$ cat src/rtl/parking_pkg.sv
// parking_pkg: shared lane state encoding, BCD digit type and digit-count helper
package parking_pkg;
  typedef enum logic [2:0] {IDLE, EN1, EN2, EN3, EX1, EX2, EX3} lane_state_t;
  typedef logic [3:0] bcd_digit_t;
  function automatic int ndigits(int v);
    int n;
    n = 1;
    for (int x = v; x >= 10; x = x / 10) n++;
    return n;
  endfunction
endpackage

$ cat src/rtl/parking_lane_fsm.sv
// parking_lane_fsm: one lane's a/b passage tracker emitting registered inc/dec pulses
module parking_lane_fsm
  import parking_pkg::*;
(
  input  logic clk,
  input  logic reset_n,
  input  logic a,
  input  logic b,
  output logic inc,
  output logic dec
);
  lane_state_t state_q, state_d;
  logic inc_q, inc_d, dec_q, dec_d;
  logic [1:0] ab;
  assign ab = {a, b};
  assign inc = inc_q;
  assign dec = dec_q;
  // State register plus one-cycle pulse registers; reset drops any partial passage
  always_ff @(posedge clk or negedge reset_n) begin
    if (!reset_n) begin
      state_q <= IDLE;
      inc_q   <= 1'b0;
      dec_q   <= 1'b0;
    end else begin
      state_q <= state_d;
      inc_q   <= inc_d;
      dec_q   <= dec_d;
    end
  end
  // Entry walks 10,11,01,00; exit is the mirror image 01,11,10,00
  always_comb begin
    state_d = IDLE;
    inc_d   = 1'b0;
    dec_d   = 1'b0;
    case (state_q)
      IDLE: state_d = ab == 2'b10 ? EN1 : ab == 2'b01 ? EX1 : IDLE;
      EN1:  state_d = ab == 2'b10 ? EN1 : ab == 2'b11 ? EN2 : IDLE;
      EN2:  state_d = ab == 2'b11 ? EN2 : ab == 2'b01 ? EN3 : ab == 2'b10 ? EN1 : IDLE;
      EN3: begin
        state_d = ab == 2'b01 ? EN3 : ab == 2'b11 ? EN2 : IDLE;
        inc_d   = ab == 2'b00;
      end
      EX1:  state_d = ab == 2'b01 ? EX1 : ab == 2'b11 ? EX2 : IDLE;
      EX2:  state_d = ab == 2'b11 ? EX2 : ab == 2'b10 ? EX3 : ab == 2'b01 ? EX1 : IDLE;
      EX3: begin
        state_d = ab == 2'b10 ? EX3 : ab == 2'b11 ? EX2 : IDLE;
        dec_d   = ab == 2'b00;
      end
      default: state_d = IDLE;
    endcase
  end
endmodule

$ cat src/rtl/parking_lanes.sv
// parking_lanes: multi-lane occupancy counter with clamping and sticky error; PARKING_BCD_EN adds count_bcd
module parking_lanes
  import parking_pkg::*;
#(
  parameter int LANES = 2,
  parameter int CAPACITY = 99,
  localparam int CNT_W = $clog2(CAPACITY + 1)
`ifdef PARKING_BCD_EN
  , localparam int NDIG = ndigits(CAPACITY)
`endif
) (
  input  logic             clk,
  input  logic             reset_n,
  input  logic [LANES-1:0] a,
  input  logic [LANES-1:0] b,
  input  logic             clr_err,
  output logic [CNT_W-1:0] count,
  output logic             full,
  output logic             empty,
  output logic [LANES-1:0] inc,
  output logic [LANES-1:0] dec,
  output logic             err
`ifdef PARKING_BCD_EN
  , output logic [4*NDIG-1:0] count_bcd
`endif
);
  localparam int DW = $clog2(LANES + 1) + 1;
  localparam int SW = (CNT_W > DW ? CNT_W : DW) + 2;
  logic [CNT_W-1:0] count_q, count_d;
  logic full_q, empty_q, err_q, err_d, hi, lo;
  logic [DW-1:0] ni, nd;
  logic signed [DW-1:0] delta;
  logic signed [SW-1:0] sum;
  for (genvar i = 0; i < LANES; i++) begin : g_lane
    parking_lane_fsm u_lane (
      .clk(clk), .reset_n(reset_n), .a(a[i]), .b(b[i]), .inc(inc[i]), .dec(dec[i])
    );
  end
  // Net this cycle's pulses, then clamp to [0, CAPACITY]; a clamp beats clr_err
  always_comb begin
    ni = '0;
    nd = '0;
    for (int k = 0; k < LANES; k++) begin
      ni = ni + DW'(inc[k]);
      nd = nd + DW'(dec[k]);
    end
    delta   = $signed(ni - nd);
    sum     = $signed(SW'(count_q)) + SW'(delta);
    hi      = sum > $signed(SW'(CAPACITY));
    lo      = sum[SW-1];
    count_d = hi ? CNT_W'(CAPACITY) : lo ? '0 : sum[CNT_W-1:0];
    err_d   = hi | lo | (err_q & ~clr_err);
  end
  // Occupancy and its flags move together on the same edge
  always_ff @(posedge clk or negedge reset_n) begin
    if (!reset_n) begin
      count_q <= '0;
      full_q  <= 1'b0;
      empty_q <= 1'b1;
      err_q   <= 1'b0;
    end else begin
      count_q <= count_d;
      full_q  <= count_d == CNT_W'(CAPACITY);
      empty_q <= count_d == '0;
      err_q   <= err_d;
    end
  end
  assign count = count_q;
  assign full  = full_q;
  assign empty = empty_q;
  assign err   = err_q;
`ifdef PARKING_BCD_EN
  logic signed [SW-1:0] diff;
  logic signed [5:0] t, c;
  bcd_digit_t dg;
  logic [4*NDIG-1:0] bcd_q, bcd_d;
  // Apply the clamped step (|step| <= LANES < 10) with a single-digit ripple carry/borrow
  always_comb begin
    diff  = $signed(SW'(count_d)) - $signed(SW'(count_q));
    c     = 6'(diff);
    bcd_d = bcd_q;
    t     = '0;
    dg    = '0;
    for (int k = 0; k < NDIG; k++) begin
      dg = bcd_q[4*k +: 4];
      t  = $signed({2'b00, dg}) + c;
      bcd_d[4*k +: 4] = t[5] ? 4'(t + 6'sd10) : t > 6'sd9 ? 4'(t - 6'sd10) : t[3:0];
      c  = t[5] ? -6'sd1 : t > 6'sd9 ? 6'sd1 : 6'sd0;
    end
  end
  // BCD shadow of count, stepping in lockstep
  always_ff @(posedge clk or negedge reset_n) begin
    if (!reset_n) bcd_q <= '0;
    else bcd_q <= bcd_d;
  end
  assign count_bcd = bcd_q;
`endif
endmodule
$ cat config.mk
export PLATFORM = sky130hd
export DESIGN_NAME = parking_lanes
export DESIGN_NICKNAME = d
export VERILOG_FILES = /design/src/rtl/parking_pkg.sv /design/src/rtl/parking_lane_fsm.sv /design/src/rtl/parking_lanes.sv
export SDC_FILE = /design/constraint.sdc
export NUM_CORES = 1
export LEC_CHECK = 0
export BUFFER_PORTS_ARGS = -buffer_cell sky130_fd_sc_hd__clkbuf_2
export CORE_MARGIN = 2
export CORE_UTILIZATION = 53
export CTS_CLUSTER_SIZE = 10
export DETAILED_ROUTE_END_ITERATION = 8
export PLACE_DENSITY_LB_ADDON = 0.25
export SYNTH_ARGS = -nofsm -noshare
export SYNTH_HDL_FRONTEND = slang
export SYNTH_SLANG_ARGS = --single-unit
$ cat constraint.sdc
create_clock -name clk -period 3.2 [get_ports clk]
set_clock_uncertainty 0.05 [all_clocks]
set_input_delay 0.96 -clock clk [delete_from_list [all_inputs] [get_ports clk]]
set_output_delay 0.96 -clock clk [all_outputs]
set_load 0.1 [all_outputs]
Word-level counts from Yosys, hierarchy flattened
Cells that the tools add are included.

word-level totals
  bits in registers = 20
  input bits = 7
  output and inout bits = 14
  word-level logic and storage cells = 77

cells by class
  add/sub/neg operators = 4
  $lt $le $gt $ge = 1
  equal/unequal tests = 19
  mux-type cells = 34
  bitwise operators = 4
  reduce and logical (&&, ||, !) cells = 5

operators by type and width
  operator            number
  $mux 3              22
  $pmux 3 s7          2
  $eq 3x3->1 const B  6
  $mux 7              2
  $eq 3x2->1 const B  4
  $add 8x3->9         1
  $gt 9x8->1 const B  1
  $eq 2x2->1 const B  4
  $eq 7x7->1 const B  1
  $logic_not 7->1     1
  $eq 3x1->1 const B  2
  $logic_not 3->1     2
  $mux 1              6
  $add 1x1->2         2
  $eq 2x1->1 const B  2
  $logic_not 2->1     2
  $mux 2              2
  $sub 2x2->3         1
  $or 1x1->1          2
  $and 1x1->1         1
  $not 1->1           1

Logic depth before layout (Yosys ltp)
  depth after elaboration = 6
  depth in mapped cells = 14
  mapped depth without buffers = 14

Modules after synthesis
A second synthesis with hierarchy kept.

unflattened totals
  cells, all modules = 203
  area, all modules = 1834.3 um^2

by module, submodules not included
  module            times used  cells an instance  area each (um^2)
  parking_lanes     1           119                1026.0
  parking_lane_fsm  2           42                 404.1

Least setup slack after synthesis
Ideal clock, no wire load.

  path kind = flip-flop to flip-flop
  start = register g_lane[0].u_lane.dec_q
  end = register err_q, in the netlist err
  arrival = 3.268 ns
  data required time = 3.011 ns
  slack = -0.257 ns
  stages on the path, launching flop included = 13
  path buffers = 0
  clock period less this slack = 3.457 ns
  path through = dfrtp_1 > fa_1 > inv_1 > ha_1 > inv_1 > ha_1 > fa_1 > xnor2_1 > nand3_1 > mux2i_1 > o22ai_1 > and3_4 > or4_1

between the ends
  longest elaborated chain between the ends = 6

ends and longest elaborated chain
  what                       line                    RTL
  start: declaration         parking_lane_fsm.sv:13  logic inc_q, inc_d, dec_q, dec_d;
  start signal: assignment   parking_lane_fsm.sv:23  dec_q <= 1'b0;
  start signal: assignment   parking_lane_fsm.sv:27  dec_q <= dec_d;
  $add 1x1->2 *              parking_lanes.sv:45     nd = nd + DW'(dec[k]);
  $sub 2x2->3 *              parking_lanes.sv:47     delta = $signed(ni - nd);
  $add 8x3->9 *              parking_lanes.sv:48     sum = $signed(SW'(count_q)) + SW'(delta);
  $gt 9x8->1                 parking_lanes.sv:49     hi = sum > $signed(SW'(CAPACITY));
  $or 1x1->1 * (2 in a row)  parking_lanes.sv:52     err_d = hi | lo | (err_q & ~clr_err);
  named net err_d            parking_lanes.sv:30     logic full_q, empty_q, err_q, err_d, hi, lo;
  end signal: assignment     parking_lanes.sv:65     err_q <= err_d;
  end: declaration           parking_lanes.sv:30

Mark *: on every way through the listed nets, which the timed path passes. The rest lies on a longest branch.

Worst setup path in the final report
  start = register g_lane[1].u_lane.inc_q
  end = register err_q, in the netlist err

between the ends
  longest elaborated chain between the ends = 6

ends and longest elaborated chain
  what                       line                    RTL
  start: declaration         parking_lane_fsm.sv:13
  start signal: assignment   parking_lane_fsm.sv:26  inc_q <= inc_d;
  $add 1x1->2 *              parking_lanes.sv:44     ni = ni + DW'(inc[k]);
  $sub 2x2->3 *              parking_lanes.sv:47
  $add 8x3->9 *              parking_lanes.sv:48
  $gt 9x8->1                 parking_lanes.sv:49
  $or 1x1->1 * (2 in a row)  parking_lanes.sv:52
  named net err_d            parking_lanes.sv:30

Marks and branches as above.

==> results.yml <==
timing:
  fin_crit_sh_pct: 110
  drv_slew: 0
  timing.slew.headroom_pct: 56.6
  fin_hold_ws_ns: 0.539
  setup_slack_ns: -0.310
  worstMarginPinSlew_ns: 0.651
  fin_crit_ns: 3.51
  rsz0062_at_grt: "true"
  finalSetupViolations: 10
  max_freq_mhz: 285
  hold_viol: 0
worst_setup_path:
  critPathKind: "reg -> reg"
  critPathArrivalTime_ns: 3.65
  critPathCaptureType: "flip-flop"
  ff2ff_path_depth: 13
  required_ns: 3.33
  critPathLaunchType: "flip-flop"
  worst-path-max-fanout: 6
grt:
  grt_pass1_wl_mm: 6.38
  grt-ovfl-total: 0
  grt_max_degree: 21
  antenna_found_initial: 0
  track_usage_pct: 20.2
  grt_pass1_vias: 1417
power:
  peakVddDrop_mv: 0.386
  report.power.total_mw: 2.08
  power_leakage_nw: 1.03
  p_per_area_nw_per_um2: 910
route:
  drt_iter0_markers: 100
  postRouteAntennaNets: 0
  wl_per_cell_um: 14.9
  dr_total_vias: 1514
  routed_wl_mm: 4.05
  drc: 0
  drt-pass1-iter-count: 4
  vias_per_cell: 5.57
synthesis:
  synth_area_leaders: "dfrtp_1, ha_1, xnor2_1"
  yosys_most_used_dff: "dfrtp_1"
  synthCells: 194
  synth-seq-cells: 20
  yosys.area.top_type_share_pct: 26.6
  synth_top_area_cell: "dfrtp_1"
  avgSynthCellArea_um2: 9.22
  synth-edff-count: 0
  yosys_warnings: 0
  synth_nets: 224
  synthArstFlopShare_pct: 100
  syn_area_um2: 1790
  synth.distinct_cells: 54
  yosysSeqAreaShare_pct: 28.0
place:
  port_buffers: 20
  placed_cells: 262
  post-dp-hpwl_mm: 2.73
  place_area_um2: 2010
  place_congestion: 0.872
floorplanning:
  core_area_um2: 3280
  die_y_um: 62.1
  die-area_um2: 3860
  pin_count: 21
  num_rows: 21
  start_util_pct: 54.5
  die_x_um: 62.1
flow_run:
  maxCapViolCount: 0
finish:
  area_growth_pct: 27.6
  post-route-util_pct: 69.5
  stdcell_area_um2: 2280
  drive_gt1_share_pct: 35.8
  nFillCells: 247
  instances_no_fill: 272
  nets: 257
  antenna_cells: 0
clock_network:
  worstSkewPairLatency_ns: 0.31
  htree_num_levels: 1
  holdBufCountCts: 0
  cts_made_buffers: 3
  cts_tree: "done"
  cts_buffer_depth: 2
  clock-sinks: 20
  clk_pin_slew_worst_paths_ns: 0.12
  cts-root-buf: "clkbuf_4"
run_status:
  violations: "setup timing"
  outcome: "finished with violations"
worst_hold_path:
  min_path_type: "in -> async"
[Yosys cell counts (2+ instances only)]
master and instances:
nand2b_1 3, buf_6 2, ha_1 21, nor3b_1 3, o22ai_1 2, nand3b_1 7, o21ai_0 10, nand4b_1 2
mux2i_1 3, a21oi_1 12, o2bb2ai_1 2, or2_1 2, o31a_1 4, nor3_1 3, inv_1 12, nor4_1 2
clkbuf_1 5, fa_1 2, nand2_1 12, dfrtp_1 19, nor2_1 14, nand3_1 2, buf_2 2, buf_4 7
xnor2_1 7, nor2b_1 5, or4_1 2
[report_power, final]
group	internal [mW]	switching, mW	total [mW]
Combinational	0.520	0.816	1.34
Sequential	0.346	0.188	0.533
Clock	0.127	0.0826	0.209
Total	0.992	1.09	2.08
[sequential cells by signal, summed over array words and instances, names as in the netlist]
signal	cells
count	7
g_lane.u_lane.state_q	6
g_lane.u_lane.inc	2
g_lane.u_lane.dec	2
err	1
full	1
empty	1
[cells by family after synthesis]
kind of cell | count (synthesis) | synth area share [%]
XOR/XNOR | 8 | 4.34
multiplexers | 5 | 3.08
adder cells (fa/ha/maj) | 23 | 16.9
flip-flops | 20 | 28.0
buffers and inverters | 28 | 8.32
AO/OA/AOI/OAI | 44 | 16.9
AND/OR/NAND/NOR | 66 | 22.4
[routing by layer]
| layer | part of all wire (%) | up-vias | track usage [%] |
|---|---|---|---|
| met3 | 2.1 | 10 | 1.45 |
| met1 | 43 | 733 | 23.9 |
| met4 | 2.6 | 0 | 10.3 |
| li1 | - | 740 | - |
| met5 | 0 | - | 0 |
| met2 | 52 | 31 | 36.7 |
[layout by cell type, fill, tap and decap left out, types with 4 or more instances in the layout]
master,instances
o21ai_0,10
o31a_1,4
buf_4,20
nand3b_1,7
inv_1,9
xnor2_1,6
clkbuf_2,20
nor2b_1,5
nor2_1,13
nand2_1,12
dfrtp_1,19
ha_1,18
a21oi_1,10
[metrics by stage]
stage | TNS [ns] | worst slack [ns]
finish | -1.57 | -0.310
global route | -2.93 | -0.446
CTS | -1.38 | -0.259
detailed placement | -1.19 | -0.243
global placement | -0.476 | -0.125
floorplan | -0.102 | -0.0983
[worst max-delay path, stage by stage, from the launching register on]
cell	delay (ns)
dfrtp_1	0.38
inv_2	0.05
fa_1	0.55
inv_2	0.05
ha_4	0.26
ha_4	0.13
inv_2	0.04
fa_2	0.48
nand3b_1	0.23
a21oi_2	0.22
o31a_1	0.18
o22ai_2	0.10
and3_4	0.19
or4_4	0.47
[repair_timing]
item | in CTS | in global routing
gates resized for setup | 7 | 23
pin swaps | 2 | 11
buffers inserted | 2 | 4
endpoints found under the setup margin | 10 | 10
[area by class of cell]
| cell class | count | area (µm²) | area share [%] |
|---|---|---|---|
| inverters | 12 | 45.0 | 1.97 |
| clock buffers | 3 | 22.5 | 0.986 |
| clock inverters | 1 | 30.0 | 1.32 |
| flip-flops and latches | 20 | 502 | 22.0 |
| repair buffers | 44 | 304 | 13.3 |
| well taps | 46 | 57.6 | 2.52 |
| multi-input cells | 146 | 1320 | 57.9 |
[final timing paths]
kind	start	to	slack, ns
setup reg to reg	g_lane[1].u_lane.inc	err	-0.31
setup / recovery	g_lane[1].u_lane.inc	err	-0.31
hold / removal	reset_n	g_lane[1].u_lane.state_q[2]	0.54
max in group asynchronous	reset_n	empty	2.20
min in group clk	g_lane[0].u_lane.state_q[0]	g_lane[0].u_lane.dec	0.54
hold reg to reg	g_lane[0].u_lane.state_q[0]	g_lane[0].u_lane.dec	0.54
Power figures use the tool's default switching activity.
